--- config.mk ---
export PLATFORM = sky130hd
export DESIGN_NAME = src_stream_pack
export DESIGN_NICKNAME = d
export VERILOG_FILES = /design/src/rtl/tiny_dnn_pkg.sv /design/src/rtl/stream_fifo.sv /design/src/rtl/src_stream_pack.sv
export SDC_FILE = /design/constraint.sdc
export NUM_CORES = 1
export LEC_CHECK = 0
export BUFFER_PORTS_ARGS = -buffer_cell sky130_fd_sc_hd__buf_2
export CORE_MARGIN = 2
export CORE_UTILIZATION = 60
export CTS_CLUSTER_DIAMETER = 120
export DETAILED_ROUTE_END_ITERATION = 10
export PLACE_DENSITY = 0.81
export SYNTH_ARGS = -nofsm -noshare
export SYNTH_HDL_FRONTEND = slang
export SYNTH_SLANG_ARGS = --single-unit
--- constraint.sdc ---
create_clock -name clk -period 6.6 [get_ports clk]
set_input_delay 1.65 -clock clk [delete_from_list [all_inputs] [get_ports clk]]
set_output_delay 1.65 -clock clk [all_outputs]
set_load 0.02 [all_outputs]
--- src/rtl/tiny_dnn_pkg.sv ---
// Shared constants and types for the DMA-to-accelerator stream packer.
// A packed word carries four fp16 lanes plus an end-of-transfer flag.
package tiny_dnn_pkg;

  localparam int          DEPTH_DEF = 4;
  localparam logic [15:0] PAD_DEF   = 16'h0000;

  typedef struct packed {
    logic        last;
    logic [15:0] data3;
    logic [15:0] data2;
    logic [15:0] data1;
    logic [15:0] data0;
  } packed_word_t;

  localparam int PACK_W = $bits(packed_word_t);

  // PH_A: hold register empty; PH_B: hold register carries one beat.
  typedef enum logic {
    PH_A = 1'b0,
    PH_B = 1'b1
  } phase_t;

endpackage

--- src/rtl/stream_fifo.sv ---
// Synchronous FIFO with first-word fall-through read and registered occupancy.
// When empty, dout keeps showing the most recently popped entry.
module stream_fifo #(
  parameter int W     = 8,
  parameter int DEPTH = 4
) (
  input  logic                       clk,
  input  logic                       rst_n,
  input  logic                       push,
  input  logic [W-1:0]               din,
  input  logic                       pop,
  output logic [W-1:0]               dout,
  output logic                       full,
  output logic                       empty,
  output logic [$clog2(DEPTH):0]     count
);

  localparam int AW = $clog2(DEPTH);
  localparam int CW = AW + 1;
  localparam logic [AW-1:0] PTR_ONE = AW'(1);

  logic [W-1:0]  mem [DEPTH];
  logic [AW-1:0] wr_ptr;
  logic [AW-1:0] rd_ptr;
  logic [AW-1:0] head_idx;
  logic          do_push;
  logic          do_pop;

  assign full     = (count == CW'(DEPTH));
  assign empty    = (count == '0);
  assign do_push  = push & ~full;
  assign do_pop   = pop & ~empty;
  assign head_idx = empty ? (rd_ptr - PTR_ONE) : rd_ptr;
  assign dout     = mem[head_idx];

  always_ff @(posedge clk or negedge rst_n) begin
    if (!rst_n) begin
      wr_ptr <= '0;
      rd_ptr <= '0;
      count  <= '0;
      for (int i = 0; i < DEPTH; i++) mem[i] <= '0;
    end else begin
      if (do_push) begin
        mem[wr_ptr] <= din;
        wr_ptr      <= wr_ptr + PTR_ONE;
      end
      if (do_pop) rd_ptr <= rd_ptr + PTR_ONE;
      case ({do_push, do_pop})
        2'b10:   count <= count + CW'(1);
        2'b01:   count <= count - CW'(1);
        default: count <= count;
      endcase
    end
  end

endmodule

--- src/rtl/src_stream_pack.sv ---
// Packs pairs of 32-bit DMA beats (two fp16 lanes each) into four-lane words
// queued toward the accelerator source port; a lone final beat is padded.
module src_stream_pack
  import tiny_dnn_pkg::*;
#(
  parameter int          DEPTH = DEPTH_DEF,
  parameter logic [15:0] PAD   = PAD_DEF
) (
  input  logic        clk,
  input  logic        rst_n,
  input  logic        s_valid,
  input  logic [31:0] s_data,
  input  logic        s_last,
  output logic        s_ready,
  output logic        src_valid,
  output logic [15:0] src_data0,
  output logic [15:0] src_data1,
  output logic [15:0] src_data2,
  output logic [15:0] src_data3,
  output logic        src_last,
  input  logic        src_ready,
  output logic        busy,
  output logic [15:0] words,
  output phase_t      phase
);

  // Handshake: a transfer happens on any rising edge where valid & ready are
  // both high; valid never waits on ready, and ready depends only on registers.

  phase_t       phase_q, phase_d;
  logic [31:0]  hold_q, hold_d;
  logic         ready_en;
  logic         accept;
  logic         push;
  logic         pop;
  packed_word_t push_word;
  packed_word_t head;
  logic         fifo_full;
  logic         fifo_empty;
  logic [$clog2(DEPTH):0] fifo_count;
  logic         clr_pending;

  assign s_ready   = ready_en & ~fifo_full;
  assign accept    = s_valid & s_ready;
  assign src_valid = ~fifo_empty;
  assign pop       = src_valid & src_ready;
  assign busy      = (phase_q == PH_B) | (fifo_count != '0);
  assign phase     = phase_q;

  assign src_data0 = head.data0;
  assign src_data1 = head.data1;
  assign src_data2 = head.data2;
  assign src_data3 = head.data3;
  assign src_last  = head.last;

  always_ff @(posedge clk or negedge rst_n) begin
    if (!rst_n) begin
      phase_q  <= PH_A;
      hold_q   <= '0;
      ready_en <= 1'b0;
    end else begin
      phase_q  <= phase_d;
      hold_q   <= hold_d;
      ready_en <= 1'b1;
    end
  end

  always_comb begin
    phase_d   = phase_q;
    hold_d    = hold_q;
    push      = 1'b0;
    push_word = '0;
    case (phase_q)
      PH_A: begin
        if (accept) begin
          if (s_last) begin
            push            = 1'b1;
            push_word.last  = 1'b1;
            push_word.data0 = s_data[15:0];
            push_word.data1 = s_data[31:16];
            push_word.data2 = PAD;
            push_word.data3 = PAD;
          end else begin
            hold_d  = s_data;
            phase_d = PH_B;
          end
        end
      end
      PH_B: begin
        if (accept) begin
          push            = 1'b1;
          push_word.last  = s_last;
          push_word.data0 = hold_q[15:0];
          push_word.data1 = hold_q[31:16];
          push_word.data2 = s_data[15:0];
          push_word.data3 = s_data[31:16];
          phase_d         = PH_A;
        end
      end
      default: phase_d = PH_A;
    endcase
  end

  // The counter shows the final word of a transfer for one cycle before clearing.
  always_ff @(posedge clk or negedge rst_n) begin
    if (!rst_n) begin
      words       <= '0;
      clr_pending <= 1'b0;
    end else begin
      if (clr_pending) words <= pop ? 16'd1 : 16'd0;
      else if (pop)    words <= words + 16'd1;
      clr_pending <= pop & head.last;
    end
  end

  stream_fifo #(
    .W     (PACK_W),
    .DEPTH (DEPTH)
  ) u_fifo (
    .clk   (clk),
    .rst_n (rst_n),
    .push  (push),
    .din   (push_word),
    .pop   (pop),
    .dout  (head),
    .full  (fifo_full),
    .empty (fifo_empty),
    .count (fifo_count)
  );

endmodule
# Word-level counts from Yosys, hierarchy flattened
# Index checks and enable logic that the tools add are counted.
dict set report totals {
  ramBits 0
  in_bits 37
  memories 0
  reg_bits 318
  output_inout_bits 85
  latch_bits 0
  rom_bits 0
}
dict set report op_classes {
  n_lt_le_gt_ge 3
  shift 0
  n_bitwise 13
  n_mux 23
  n_mul 0
  n_eq_ne 3
  add_sub_neg 6
  n_reduce_logical 6
  n_div 0
}
# op n
set op_table {}
lappend op_table {{65-bit 2-to-1 mux} 6}
lappend op_table {{260-bit bitwise mux} 1}
lappend op_table {{65-bit binary-select mux with 2-bit select} 1}
lappend op_table {{65-bit demux with 2-bit select} 1}
lappend op_table {{65-bit one-hot mux with 2 select lines} 1}
lappend op_table {{16-bit 2-to-1 mux} 2}
lappend op_table {{16-bit by 1-bit adder with 16-bit output, second input constant} 1}
lappend op_table {{1-bit 2-to-1 mux} 7}
lappend op_table {{1-bit AND} 6}
lappend op_table {{3-bit greater-or-equal comparator, second input constant} 2}
lappend op_table {{2-bit NOT with 3-bit output} 2}
lappend op_table {{3-bit one-hot mux with 2 select lines} 1}
lappend op_table {{2-bit by 1-bit adder with 2-bit output, second input constant} 2}
lappend op_table {{1-bit NOT} 4}
lappend op_table {{1-bit one-hot mux with 2 select lines} 2}
lappend op_table {{2-bit nonzero test} 2}
lappend op_table {{3-bit by 1-bit adder with 3-bit output, second input constant} 1}
lappend op_table {{3-bit == test, second input constant} 1}
lappend op_table {{3-bit zero test} 1}
lappend op_table {{3-bit by 1-bit < comparator with 1-bit output, second input constant} 1}
lappend op_table {{3-bit AND reduction} 1}
lappend op_table {{3-bit nonzero test} 1}
lappend op_table {{3-bit by 1-bit subtractor with 3-bit output, second input constant} 1}
lappend op_table {{2-bit by 1-bit == test with 1-bit output, second input constant} 1}
lappend op_table {{5 further kinds} 5}

# Logic depth before layout (Yosys ltp)
# Gate-level depths: netlist of run 1.
dict set report logic_depth {
  depth_word 9
  depth_mapped 10
  depth_no_buf 8
}

# Hierarchy
# From an unflattened synthesis of run 1, not the netlist that was laid out.
dict set report unflattened {
  cells_unflattened 1383
  area_unflattened_um2 16714.8
}
# module seq_area_each_um2 instances area_each_um2 cells_each
set modules_own_cells {}
lappend modules_own_cells {stream_fifo 6681.4 1 13833.3 1133}
lappend modules_own_cells {src_stream_pack 1276.2 1 2881.5 250}

# Least setup slack after synthesis of run 1
# No wires, ideal clock.
dict set report synth_path {
  path_kind {register to output}
  start {register u_fifo.count[0]}
  end {output port src_data2[15]}
  required_time_ns 4.950
  arrival_time_ns 1.795
  slack_ns 3.155
  stages_incl_launch_ff 7
  cell_sequence {dfrtp_1 -> buf_4 -> nor3_4 -> buf_2 -> clkbuf_1 -> o311ai_0 -> a22oi_1}
}
dict set report synth_between {
  elab_chain_cells 6
}
# item line_no
set synth_rtl {}
lappend synth_rtl {{from (decl)} stream_fifo.sv:15} ;# output logic [$clog2(DEPTH):0] count
lappend synth_rtl {{from (signal assigned)} stream_fifo.sv:49} ;# 2'b10: count <= count + CW'(1);
lappend synth_rtl {{from (signal assigned)} stream_fifo.sv:50} ;# 2'b01: count <= count - CW'(1);
lappend synth_rtl {{from (signal assigned)} stream_fifo.sv:51} ;# default: count <= count;
lappend synth_rtl {{3-bit zero test} stream_fifo.sv:30} ;# assign empty = (count == '0);
lappend synth_rtl {{2-bit 2-to-1 mux} stream_fifo.sv:33} ;# assign head_idx = empty ? (rd_ptr - PTR_ONE) : rd_ptr;
lappend synth_rtl {{2-bit NOT with 3-bit output (not written as such)} stream_fifo.sv:34} ;# assign dout = mem[head_idx];
lappend synth_rtl {{65-bit binary-select mux with 2-bit select} stream_fifo.sv:34}
lappend synth_rtl {{65-bit 2-to-1 mux (not written as such) (2 in a row)} stream_fifo.sv:34}
lappend synth_rtl {{to (decl)} src_stream_pack.sv:18} ;# output logic [15:0] src_data2,
# Every way passes these cells. The select of a mux whose other input is x is not followed.

# Worst setup path after layout of run 1
dict set report layout_path {
  start {register u_fifo.count[0]}
  end {output port src_data3[15]}
}
dict set report layout_between {
  elab_chain_cells 6
}
# item line_no
set layout_rtl {}
lappend layout_rtl {{3-bit zero test} stream_fifo.sv:30}
lappend layout_rtl {{2-bit 2-to-1 mux} stream_fifo.sv:33}
lappend layout_rtl {{2-bit NOT with 3-bit output (not written as such)} stream_fifo.sv:34}
lappend layout_rtl {{65-bit binary-select mux with 2-bit select} stream_fifo.sv:34}
lappend layout_rtl {{65-bit 2-to-1 mux (not written as such) (2 in a row)} stream_fifo.sv:34}
lappend layout_rtl {{to (decl)} src_stream_pack.sv:19} ;# output logic [15:0] src_data3,
# Every way passes these cells. The select of a mux whose other input is x is not followed.

==> results of run 1 <==
==> registers in the layout, summed over array words and instances, names as in the netlist <==
| register | cells |
|---|---|
| phase | 1 |
| u_fifo.wr_ptr | 2 |
| u_fifo.rd_ptr | 2 |
| hold_q | 32 |
| words | 16 |
| clr_pending | 1 |
| u_fifo.mem | 260 |
| u_fifo.count | 3 |
| ready_en | 1 |
==> per-layer routing <==
metal  vias up  part of all wire [%]  routed length (um)
met3        98                   8.0                3460
met5         -                 0.099                  43
met2       561                    46               20100
met1      6518                    42               18000
met4         2                   3.8                1630
li1       5713                     -                   -
==> cells by family (layout without fill, tap and decap cells) <==
| kind of cell | count (synthesis) | in the layout |
|---|---|---|
| AO/OA/AOI/OAI | 498 | 498 |
| multiplexers | 101 | 101 |
| other | 1 | 4 |
| flip-flops | 318 | 318 |
| buffers and inverters | 170 | 222 |
| XOR/XNOR | 17 | 17 |
| adder cells (fa/ha/maj) | 7 | 7 |
| AND/OR/NAND/NOR | 370 | 370 |
==> stage by stage <==
stage | total power, uW | util, %
after floorplan | 5990 | -
after detailed placement | 7230 | 63.9
after global routing | 9720 | 68.4
after global placement | 7070 | 63.9
after CTS | 9210 | 68.4
final | 9220 | 68.4
==> worst min-delay path: stages (launching register included) <==
cell and delay [ns]:
sky130_fd_sc_hd__dfrtp_1 0.34, sky130_fd_sc_hd__nand2_1 0.05, sky130_fd_sc_hd__o21ai_0 0.06
==> where the power goes <==
group | switching [uW] | leakage (uW) | total (uW) | internal, uW
logic | 2550 | 0.00270 | 4080 | 1530
clock network | 778 | 0.000551 | 1950 | 1170
registers | 565 | 0.00399 | 3200 | 2630
total | 3890 | 0.00724 | 9220 | 5340
==> final cells by class <==
type | count | area, um2
clock buffer | 53 | 1000
fill | 1868 | 8000
sequential | 318 | 7970
multi-input combinational | 994 | 6930
inverter | 15 | 57.6
timing repair buffer | 147 | 823
clock inverter | 7 | 128
antenna | 3 | 7.51
tap | 330 | 413
==> final timing paths <==
check | slack (ns) | cells after the start | to | start
worst max-delay path | 1.28 | 8 | src_data3[15] | u_fifo.count[0]
worst min-delay path | 0.48 | 2 | u_fifo.mem[109] | u_fifo.mem[109]
worst max register to register | 2.98 | 4 | u_fifo.mem[153] | phase
worst min register to register | 0.48 | 2 | u_fifo.mem[109] | u_fifo.mem[109]
max in group asynchronous | 4.12 | 2 | hold_q[27] | rst_n
min in group asynchronous | 1.13 | 1 | clr_pending | rst_n
==> layout by cell type (no fill, tap or decap), drive strengths merged, types with 2 or more instances in the layout <==
cell type | synthesis | final
ha | 6 | 6
dfrtp | 318 | 318
o311ai | 127 | 127
buf | 68 | 147
clkinv | 1 | 2
bufinv | 0 | 3
nor2 | 17 | 17
clkbuf | 87 | 53
xnor2 | 13 | 13
a22oi | 63 | 63
a22o | 4 | 4
nand2 | 177 | 177
inv | 14 | 17
diode | 0 | 3
o22ai | 33 | 33
a2bb2oi | 128 | 128
nor4 | 6 | 6
a21oi | 6 | 6
nor2b | 3 | 3
nand3 | 8 | 8
xor2 | 4 | 4
nor3 | 12 | 12
mux2 | 36 | 36
nand4 | 9 | 9
and3 | 3 | 3
o21ai | 134 | 134
mux2i | 65 | 65
or3 | 130 | 130
==> flow_metrics.py, run 1 <==
metrics = {
    "status": {
        "status": "finished clean",
    },
    "critical_path": {
        "critPathBufInv": 4,
        "timing.critical_path.to_type": "primary output",
        "path_cells": "nor3_4 -> buf_4 -> inv_2 -> buf_4 -> or3_1 -> o311ai_0 -> a22oi_1 -> buf_2",
        "setup.worst_path.start_class": "flop",
        "cp_data_arrival_time_ns": 3.67,
        "cp_slowest_cell": "sky130_fd_sc_hd__inv_2",
        "critical_path.top_delay_family": "buffers and inverters",
        "worst_path_most_repeated_cell": "sky130_fd_sc_hd__buf_4",
        "class_of_the_most_critical_setup_path": "flop to primary output",
        "worst_path_max_fanout": 82,
        "critical-path-max-stage-delay_ns": 0.89,
        "worst-endpoint-required_ns": 4.95,
    },
    "logic_synthesis": {
        "synth_edf_count": 0,
        "largest_family_of_logic_cells_by_synthesized_area": "compound AO/OA/AOI/OAI gates",
        "synth_adder_area_share_pct": 0.610,
        "yosysMostFrequentCell": "sky130_fd_sc_hd__dfrtp_1",
        "post_synth_num_cell_types": 50,
        "ys_ff_latch": 318,
        "syn_avg_cell_area_um2": 10.5,
        "synth.net_count": 1526,
        "post_synth_mux_area_share_pct": 6.78,
        "synth_area_leaders": "sky130_fd_sc_hd__dfrtp_1 (51%), sky130_fd_sc_hd__a2bb2oi_1 (7.2%), sky130_fd_sc_hd__o311ai_0 (6.9%)",
        "yosys_warnings": 0,
        "synth_simple_gate_area_share_pct": 12.1,
        "xor_xnor_portion_of_the_synthesized_cell_area_pct": 0.956,
        "netlist_instances": 1482,
        "cell_types_with_the_highest_counts_after_synthesis": "sky130_fd_sc_hd__dfrtp_1 (318), sky130_fd_sc_hd__nand2_1 (177), sky130_fd_sc_hd__or3_1 (130), sky130_fd_sc_hd__a2bb2oi_1 (128), sky130_fd_sc_hd__o21ai_0 (125)",
        "ys.flop_type": "sky130_fd_sc_hd__dfrtp_1",
        "post-synth-top-area-cell": "sky130_fd_sc_hd__dfrtp_1",
        "synth.yosys.seq_area_share_pct": 51.1,
        "mappedNetlistArea_um2": 15600,
        "postSynth.asyncResetShare_pct": 100,
        "synth-compound-area-share_pct": 23.8,
        "synth_top_area_share_pct": 51.1,
    },
    "global_routing": {
        "grt_pass1_vias": 12300,
        "routing_usage_on_met3_pct": 6.32,
        "grt_start_max_net_pins": 170,
        "global_route.usage.met1_pct": 44.8,
        "grt-ovfl-total": 0,
        "grt.total_usage_pct": 32.1,
        "grt_first_pass_wirelength_um": 67900,
        "grt_antenna_before_repair": 2,
        "use_met2_pct": 49.2,
        "grt-busiest-layer": "met2",
    },
    "place": {
        "place.detailed.instances": 1804,
        "place.port_buffers": 121,
        "pre_cts_slack_ns": 1.91,
        "dpl.hpwl_um": 26000,
        "place_area_um2": 16200,
        "place.gp.congestion": 0.842,
    },
    "floorplan": {
        "die_area_um2": 27300,
        "boundaryPins": 122,
        "die_y_um": 165,
        "fp-row-count": 58,
        "placeableCoreArea_um2": 25300,
        "die_x_um": 165,
        "initial_cell_density_of_the_core_pct": 61.5,
    },
    "timing": {
        "max_freq_mhz": 188,
        "setup_slack_ns": 1.28,
        "totalNegativeSetupSlack_ns": 0,
        "final-hold-violation-count": 0,
        "timing.hold.ws_ns": 0.477,
        "period_needed_ns": 5.32,
        "maxSlewViolCount": 0,
        "slew_headroom_pct": 20.4,
        "finClkSkew_ns": 0.0188,
        "setup_viol": 0,
        "tightestPinTransition_ns": 1.19,
        "fin_crit_sh_pct": 80.6,
        "rsz0062_at_grt": "no",
    },
    "final_layout": {
        "post_route_cells_drive_above_1_share_pct": 16.9,
        "layout.cell_area.non_filler_um2": 17300,
        "fin_nets": 1555,
        "areaGrowthSynthToFinish_pct": 11.2,
        "post_layout_nonfiller_instances": 1867,
    },
    "clock_network": {
        "cts-buffers-inserted": 35,
        "cts.clk_slew.worst_paths_ns": 0.06,
        "cts-resized-gates": 0,
        "cts_htree_levels": 2,
        "cts_hold_buffers": 0,
        "cts.root.buffer_cell": "sky130_fd_sc_hd__clkbuf_16",
        "postCtsSetupBuffers": 0,
        "cts.path.max_buffers": 3,
        "tritoncts_num_sinks": 318,
        "clock_tree_from_tritoncts": "built",
        "insertion_delay_ns": 0.53,
    },
    "power_and_ir_drop": {
        "peakVddDrop_v": 0.000459,
        "power_per_cell_area_nw_per_um2": 532,
        "p_leak_uw": 0.00724,
    },
    "routing": {
        "route.final.wire_length_um": 43300,
        "detailedRoute.firstPassIterationCount": 5,
        "num_vias": 12900,
        "post_drt_wl_per_cell_um": 23.2,
        "drc": 0,
        "postRouteAntennaNets": 0,
        "viasPerCell": 6.91,
        "dr.first_iter.drc_count": 1436,
    },
    "hold_path": {
        "worst_hold_path_type": "flop to flop",
    },
    "job": {
        "drv_cap": 0,
    },
}
No activity file was read; power rests on OpenSTA's default activity.
==> run 2, diff against run 1 <==
==> constraint.sdc (replaced) <==
create_clock -name clk -period 5.5 [get_ports clk]
set_input_delay 1.375 -clock clk [delete_from_list [all_inputs] [get_ports clk]]
set_output_delay 1.375 -clock clk [all_outputs]
set_load 0.02 [all_outputs]
==> run 2 against run 1 <==
Final area is 0.50% higher. Clock-buffer cell count is 1 lower. Sequential share of layout area is 0.23 points lower. Setup slack worse by 0.68 ns. Final cell count is 0.11% higher. Non-clock buffer count is 2 higher. Global-route usage is 1.0 points higher. Power is 21% higher. Clock power is 23% higher. Register-to-register slack worse by 0.52 ns. Sequential cell count stayed put. Critical path depth stayed put. Largest cell class unchanged. Largest power group unchanged. Highest routed layer is now met4.
==> flow_metrics.py, run 2 (synthesis results as in run 1) <==
metrics = {
    "floorplan": {
        "placeableCoreArea_um2": 25300,
        "fp-row-count": 58,
        "initial_cell_density_of_the_core_pct": 61.5,
        "die_x_um": 165,
        "die_y_um": 165,
        "boundaryPins": 122,
        "die_area_um2": 27300,
    },
    "timing": {
        "finClkSkew_ns": 0.00988,
        "tightestPinTransition_ns": 1.26,
        "period_needed_ns": 4.90,
        "fin_crit_sh_pct": 89.1,
        "rsz0062_at_grt": "no",
        "final-hold-violation-count": 0,
        "setup_viol": 0,
        "totalNegativeSetupSlack_ns": 0,
        "max_freq_mhz": 204,
        "maxSlewViolCount": 0,
        "slew_headroom_pct": 16.0,
    },
    "final_layout": {
        "layout.cells.most_common": "sky130_fd_sc_hd__dfrtp_1",
        "areaGrowthSynthToFinish_pct": 11.8,
        "number_of_flip_flops_under_the_largest_register_name": 260,
        "post_route_cells_drive_above_1_share_pct": 17.6,
        "largestRegisters": "u_fifo.mem x260, hold_q x32, words x16",
        "fin_util_pct": 68.8,
        "multiInputGateArea_um2": 6940,
        "layout.cell_area.non_filler_um2": 17400,
        "fillers": 1865,
        "post_layout_nonfiller_instances": 1869,
        "fin_nets": 1557,
        "max_flop_register": "u_fifo.mem",
        "mostFrequentLayoutCells": "sky130_fd_sc_hd__dfrtp_1 (316), sky130_fd_sc_hd__nand2_1 (177), sky130_fd_sc_hd__or3_1 (130)",
        "area.sequential_um2": 7970,
    },
    "clock_network": {
        "cts_hold_buffers": 0,
        "postCtsSetupBuffers": 0,
        "cts-resized-gates": 0,
        "tritoncts_num_sinks": 318,
        "cts.path.max_buffers": 3,
        "cts.root.buffer_cell": "sky130_fd_sc_hd__clkbuf_16",
        "clock_tree_from_tritoncts": "built",
        "cts-buffers-inserted": 35,
        "insertion_delay_ns": 0.51,
        "cts_htree_levels": 2,
        "cts.clk_slew.worst_paths_ns": 0.06,
    },
    "critical_path": {
        "setup.worst_path.start_class": "flop",
        "class_of_the_most_critical_setup_path": "flop to primary output",
        "timing.critical_path.to_type": "primary output",
        "worst-endpoint-required_ns": 4.12,
        "cp_data_arrival_time_ns": 3.52,
        "worst_path_max_fanout": 82,
    },
    "power_and_ir_drop": {
        "power_per_cell_area_nw_per_um2": 641,
        "p_leak_uw": 0.00728,
        "peakVddDrop_v": 0.000553,
    },
    "global_routing": {
        "grt-busiest-layer": "met2",
        "grt.total_usage_pct": 33.1,
        "grt_pass1_vias": 12500,
        "grt_antenna_before_repair": 1,
        "grt-ovfl-total": 0,
        "routing_usage_on_met3_pct": 6.02,
        "global_route.usage.met1_pct": 47.0,
        "grt_start_max_net_pins": 99,
        "use_met2_pct": 50.2,
        "grt_first_pass_wirelength_um": 70300,
    },
    "place": {
        "place.gp.congestion": 0.838,
        "dpl.hpwl_um": 27800,
        "place.detailed.instances": 1806,
        "place.port_buffers": 121,
        "place_area_um2": 16200,
    },
    "routing": {
        "dr.first_iter.drc_count": 1673,
        "detailedRoute.firstPassIterationCount": 6,
        "viasPerCell": 7.01,
        "num_vias": 13100,
        "drc": 0,
        "postRouteAntennaNets": 0,
        "route.final.wire_length_um": 44800,
        "post_drt_wl_per_cell_um": 24.0,
    },
    "job": {
        "drv_cap": 0,
    },
    "hold_path": {
        "worst_hold_path_type": "flop to flop",
    },
    "status": {
        "status": "finished clean",
    },
}
run 2: cell types whose count changed in the layout (fill, tap and decap cells not counted), moves of 3 or more:
cell,previous run,this run
sky130_fd_sc_hd__clkbuf_8,6,10
sky130_fd_sc_hd__clkinv_2,1,6
sky130_fd_sc_hd__inv_6,3,0
sky130_fd_sc_hd__clkbuf_1,12,5
run 2: final cells by class:
| type | count | area share [%] |
|---|---|---|
| inverters | 15 | 0.331 |
| multi-input cells | 994 | 39.9 |
| clock buffers | 52 | 6.22 |
| clock inverters | 9 | 0.575 |
| well taps | 330 | 2.37 |
| flip-flops and latches | 318 | 45.7 |
| repair buffers | 149 | 4.89 |
| diodes | 2 | 0.0287 |
run 2: worst paths after layout:
| kind | from | slack (ns) | depth (start not counted) | endpoint |
|---|---|---|---|---|
| min in group asynchronous | rst_n | 0.84 | 1 | words[14] |
| max in group asynchronous | rst_n | 3.41 | 2 | u_fifo.mem[122] |
| hold / removal | u_fifo.mem[106] | 0.48 | 2 | u_fifo.mem[106] |
| setup / recovery | u_fifo.count[1] | 0.60 | 8 | src_last |
| hold reg to reg | u_fifo.mem[106] | 0.48 | 2 | u_fifo.mem[106] |
| setup reg to reg | u_fifo.count[1] | 2.46 | 7 | clr_pending |
run 2: power by group:
group	internal, uW	leakage (uW)	switching, uW	total (uW)
logic	1850	0.00271	2990	4850
registers	3160	0.00399	767	3920
clock network	1450	0.000582	940	2390
run 2: critical path: stages (launching register included):
cell and delay, ns:
sky130_fd_sc_hd__dfrtp_1 0.48, sky130_fd_sc_hd__nor3_4 0.25, sky130_fd_sc_hd__buf_4 0.65, sky130_fd_sc_hd__buf_4 0.57, sky130_fd_sc_hd__xnor2_2 0.17, sky130_fd_sc_hd__buf_4 0.40
sky130_fd_sc_hd__nand2_1 0.12, sky130_fd_sc_hd__and3_1 0.17, sky130_fd_sc_hd__buf_2 0.15
run 2: layer usage:
layer | vias up | part of all wire (%) | wire [um]
li1 | 5704 | - | -
met1 | 6569 | 40 | 18100
met2 | 722 | 47 | 21000
met3 | 116 | 8.7 | 3920
met4 | 0 | 4.0 | 1810
met5 | - | 0 | 0
run 2: stage by stage:
stage | power (uW) | hold WS, ns | setup slack, ns
floorplan | 7180 | 0.444 | 2.33
global placement | 8540 | 0.460 | 1.36
detailed placement | 8700 | 0.469 | 1.22
CTS | 11100 | 0.482 | 0.680
global route | 11800 | 0.494 | 0.413
finish | 11200 | 0.479 | 0.600
==> run 3, diff against run 2 <==
--- a/config.mk
+++ b/config.mk
@@ -8,6 +8,7 @@
 export BUFFER_PORTS_ARGS = -buffer_cell sky130_fd_sc_hd__buf_2
 export CORE_MARGIN = 2
 export CORE_UTILIZATION = 60
+export CTS_BUF_LIST = sky130_fd_sc_hd__clkbuf_4 sky130_fd_sc_hd__clkbuf_8
 export CTS_CLUSTER_DIAMETER = 120
 export DETAILED_ROUTE_END_ITERATION = 10
 export PLACE_DENSITY = 0.81
==> constraint.sdc (replaced) <==
create_clock -name clk -period 5.5 [get_ports clk]
set_input_delay 0.825 -clock clk [delete_from_list [all_inputs] [get_ports clk]]
set_output_delay 0.825 -clock clk [all_outputs]
set_load 0.02 [all_outputs]
==> run 3 against run 2 <==
Die area stayed put. Register-to-register slack better by 0.18 ns. Via count is 0.66% higher. Sequential share of layout area is 0.075 points lower. Final cell count is 2.1% higher. Critical path type unchanged. Non-clock buffer count is 1 higher. Clock skew is 0.011 ns higher. Sequential power is 2% lower. Largest power group unchanged. First-iteration DRC count is 11% lower. Final area is 0.16% higher. Clock power hardly changed. Setup slack better by 0.63 ns.
==> flow_metrics.py, run 3 (synthesis results as in run 1) <==
metrics = {
    "routing": {
        "routed-wl-met2_um": 20600,
        "dr.first_iter.drc_count": 1484,
        "dr_wl_met3_um": 3680,
        "postRouteAntennaNets": 0,
        "post_drt_wl_per_cell_um": 23.2,
        "met1_length_um": 18100,
        "num_vias": 13200,
        "route.top_layer_used": "met4",
        "viasPerCell": 6.92,
        "route.final.wire_length_um": 44200,
        "detailedRoute.firstPassIterationCount": 7,
        "drc": 0,
    },
    "clock_network": {
        "clock_tree_from_tritoncts": "built",
        "cts.path.max_buffers": 3,
        "insertion_delay_ns": 0.58,
        "cts_hold_buffers": 0,
        "cts_htree_levels": 2,
        "cts.root.buffer_cell": "sky130_fd_sc_hd__clkbuf_8",
        "postCtsSetupBuffers": 0,
        "tritoncts_num_sinks": 318,
        "cts.clk_slew.worst_paths_ns": 0.06,
        "cts-buffers-inserted": 53,
        "cts-resized-gates": 0,
    },
    "timing": {
        "period_needed_ns": 4.27,
        "maxSlewViolCount": 0,
        "totalNegativeSetupSlack_ns": 0,
        "rsz0062_at_grt": "no",
        "max_freq_mhz": 234,
        "slew_headroom_pct": 16.7,
        "tightestPinTransition_ns": 1.25,
        "final-hold-violation-count": 0,
        "timing.hold.ws_ns": 0.298,
        "setup_viol": 0,
        "fin_crit_sh_pct": 77.6,
        "finClkSkew_ns": 0.0213,
    },
    "critical_path": {
        "worst-endpoint-required_ns": 4.68,
        "worst_r2r_path_depth": 5,
        "worst_r2r_startpoint": "phase",
        "worst_path_max_fanout": 76,
        "setup.worst_path.start_class": "flop",
        "timing.critical_path.to_type": "primary output",
        "r2r_end": "u_fifo.mem[10]",
        "class_of_the_most_critical_setup_path": "flop to primary output",
        "cp_data_arrival_time_ns": 3.44,
        "r2r_slack_ns": 2.64,
    },
    "global_routing": {
        "grt_pass1_vias": 12900,
        "grt_first_pass_wirelength_um": 69900,
        "grt_start_max_net_pins": 134,
        "grt.total_usage_pct": 32.8,
        "grt_antenna_before_repair": 2,
        "grt-ovfl-total": 0,
    },
    "final_layout": {
        "mostFrequentLayoutCells": "sky130_fd_sc_hd__dfrtp_1 (316), sky130_fd_sc_hd__nand2_1 (177), sky130_fd_sc_hd__or3_1 (130)",
        "post_route_cells_drive_above_1_share_pct": 19.9,
        "largestRegisters": "u_fifo.mem x260, hold_q x32, words x16",
        "number_of_flip_flops_under_the_largest_register_name": 260,
        "areaGrowthSynthToFinish_pct": 11.9,
        "max_flop_register": "u_fifo.mem",
        "fin_nets": 1576,
        "layout.cells.most_common": "sky130_fd_sc_hd__dfrtp_1",
    },
    "floorplan": {
        "die_x_um": 165,
        "boundaryPins": 122,
        "die_area_um2": 27300,
        "die_y_um": 165,
        "placeableCoreArea_um2": 25300,
        "fp-row-count": 58,
        "initial_cell_density_of_the_core_pct": 61.5,
    },
    "hold_path": {
        "worst_hold_path_type": "primary input to async pin",
    },
    "place": {
        "dpl.hpwl_um": 26900,
        "place.gp.congestion": 0.850,
        "place.port_buffers": 121,
    },
    "power_and_ir_drop": {
        "peakVddDrop_v": 0.000428,
        "p_leak_uw": 0.00736,
        "power_per_cell_area_nw_per_um2": 636,
    },
    "status": {
        "status": "finished clean",
    },
    "job": {
        "drv_cap": 0,
    },
}
-- run 3: changes by cell type in the layout (fill, tap and decap cells not counted) --
cell / change
sky130_fd_sc_hd__buf_12: -1
sky130_fd_sc_hd__clkbuf_1: -5
sky130_fd_sc_hd__clkinvlp_4: -1
sky130_fd_sc_hd__buf_4: +2
sky130_fd_sc_hd__clkbuf_4: +10
sky130_fd_sc_hd__bufinv_16: +3
sky130_fd_sc_hd__nor2_4: -2
sky130_fd_sc_hd__clkinv_2: +12
sky130_fd_sc_hd__clkbuf_8: +56
sky130_fd_sc_hd__clkbuf_16: -37
sky130_fd_sc_hd__nor2_2: +2
-- run 3: worst max path at each step --
stage / from / end / slack, ns / depth (start not counted)
2_1_floorplan: u_fifo.count[0] / src_data2[15] / 2.88 / 6
3_3_place_gp: u_fifo.rd_ptr[1] / src_data2[2] / 1.95 / 4
3_5_place_dp: u_fifo.count[0] / src_data2[7] / 1.88 / 6
4_1_cts: u_fifo.count[0] / src_data2[7] / 1.26 / 6
5_1_grt: u_fifo.count[0] / src_data2[7] / 1.08 / 6
6_report: u_fifo.rd_ptr[1] / src_data3[13] / 1.23 / 4
-- run 3: power breakdown --
part           leakage [uW]  total [uW]  switching [uW]  internal, uW
sequential          0.00399        3850             686          3160
combinational       0.00271        4880            3030          1850
clock              0.000658        2370             982          1390
-- run 3: worst max-delay path: stages (launching register included) --
cell	delay, ns
sky130_fd_sc_hd__dfrtp_4	0.97
sky130_fd_sc_hd__buf_4	0.91
sky130_fd_sc_hd__o311ai_0	0.34
sky130_fd_sc_hd__a22oi_1	0.29
sky130_fd_sc_hd__buf_2	0.21
-- run 3: through the flow --
step / setup WS, ns / total power (uW) / utilization (%) / std cells / cell area [um2]
after CTS: 1.26 / 11100 / 68.8 / 1906 / 17400
after global routing: 1.08 / 11700 / 68.8 / 1906 / 17400
final: 1.23 / 11100 / 68.9 / 1908 / 17400
after floorplan: 2.88 / 7180 / - / 1482 / 15600
after detailed placement: 1.88 / 8680 / 64.0 / 1807 / 16200
after global placement: 1.95 / 8490 / 64.0 / 1807 / 16200
-- run 3: layout make-up --
cell class	instances	area, um2
antenna	2	5.00
clock buffer	76	983
clock inverter	23	243
fill	1901	7890
inverter	15	57.6
multi-input combinational	994	6930
sequential	318	7970
tap	330	413
timing repair buffer	150	846
-- run 3: layer usage --
| metal | up-vias | global-route usage, % |
|---|---|---|
| li1 | 5762 | - |
| met1 | 6650 | 44.9 |
| met2 | 654 | 50.9 |
| met3 | 131 | 6.27 |
| met4 | 0 | 15.1 |
| met5 | - | 0 |
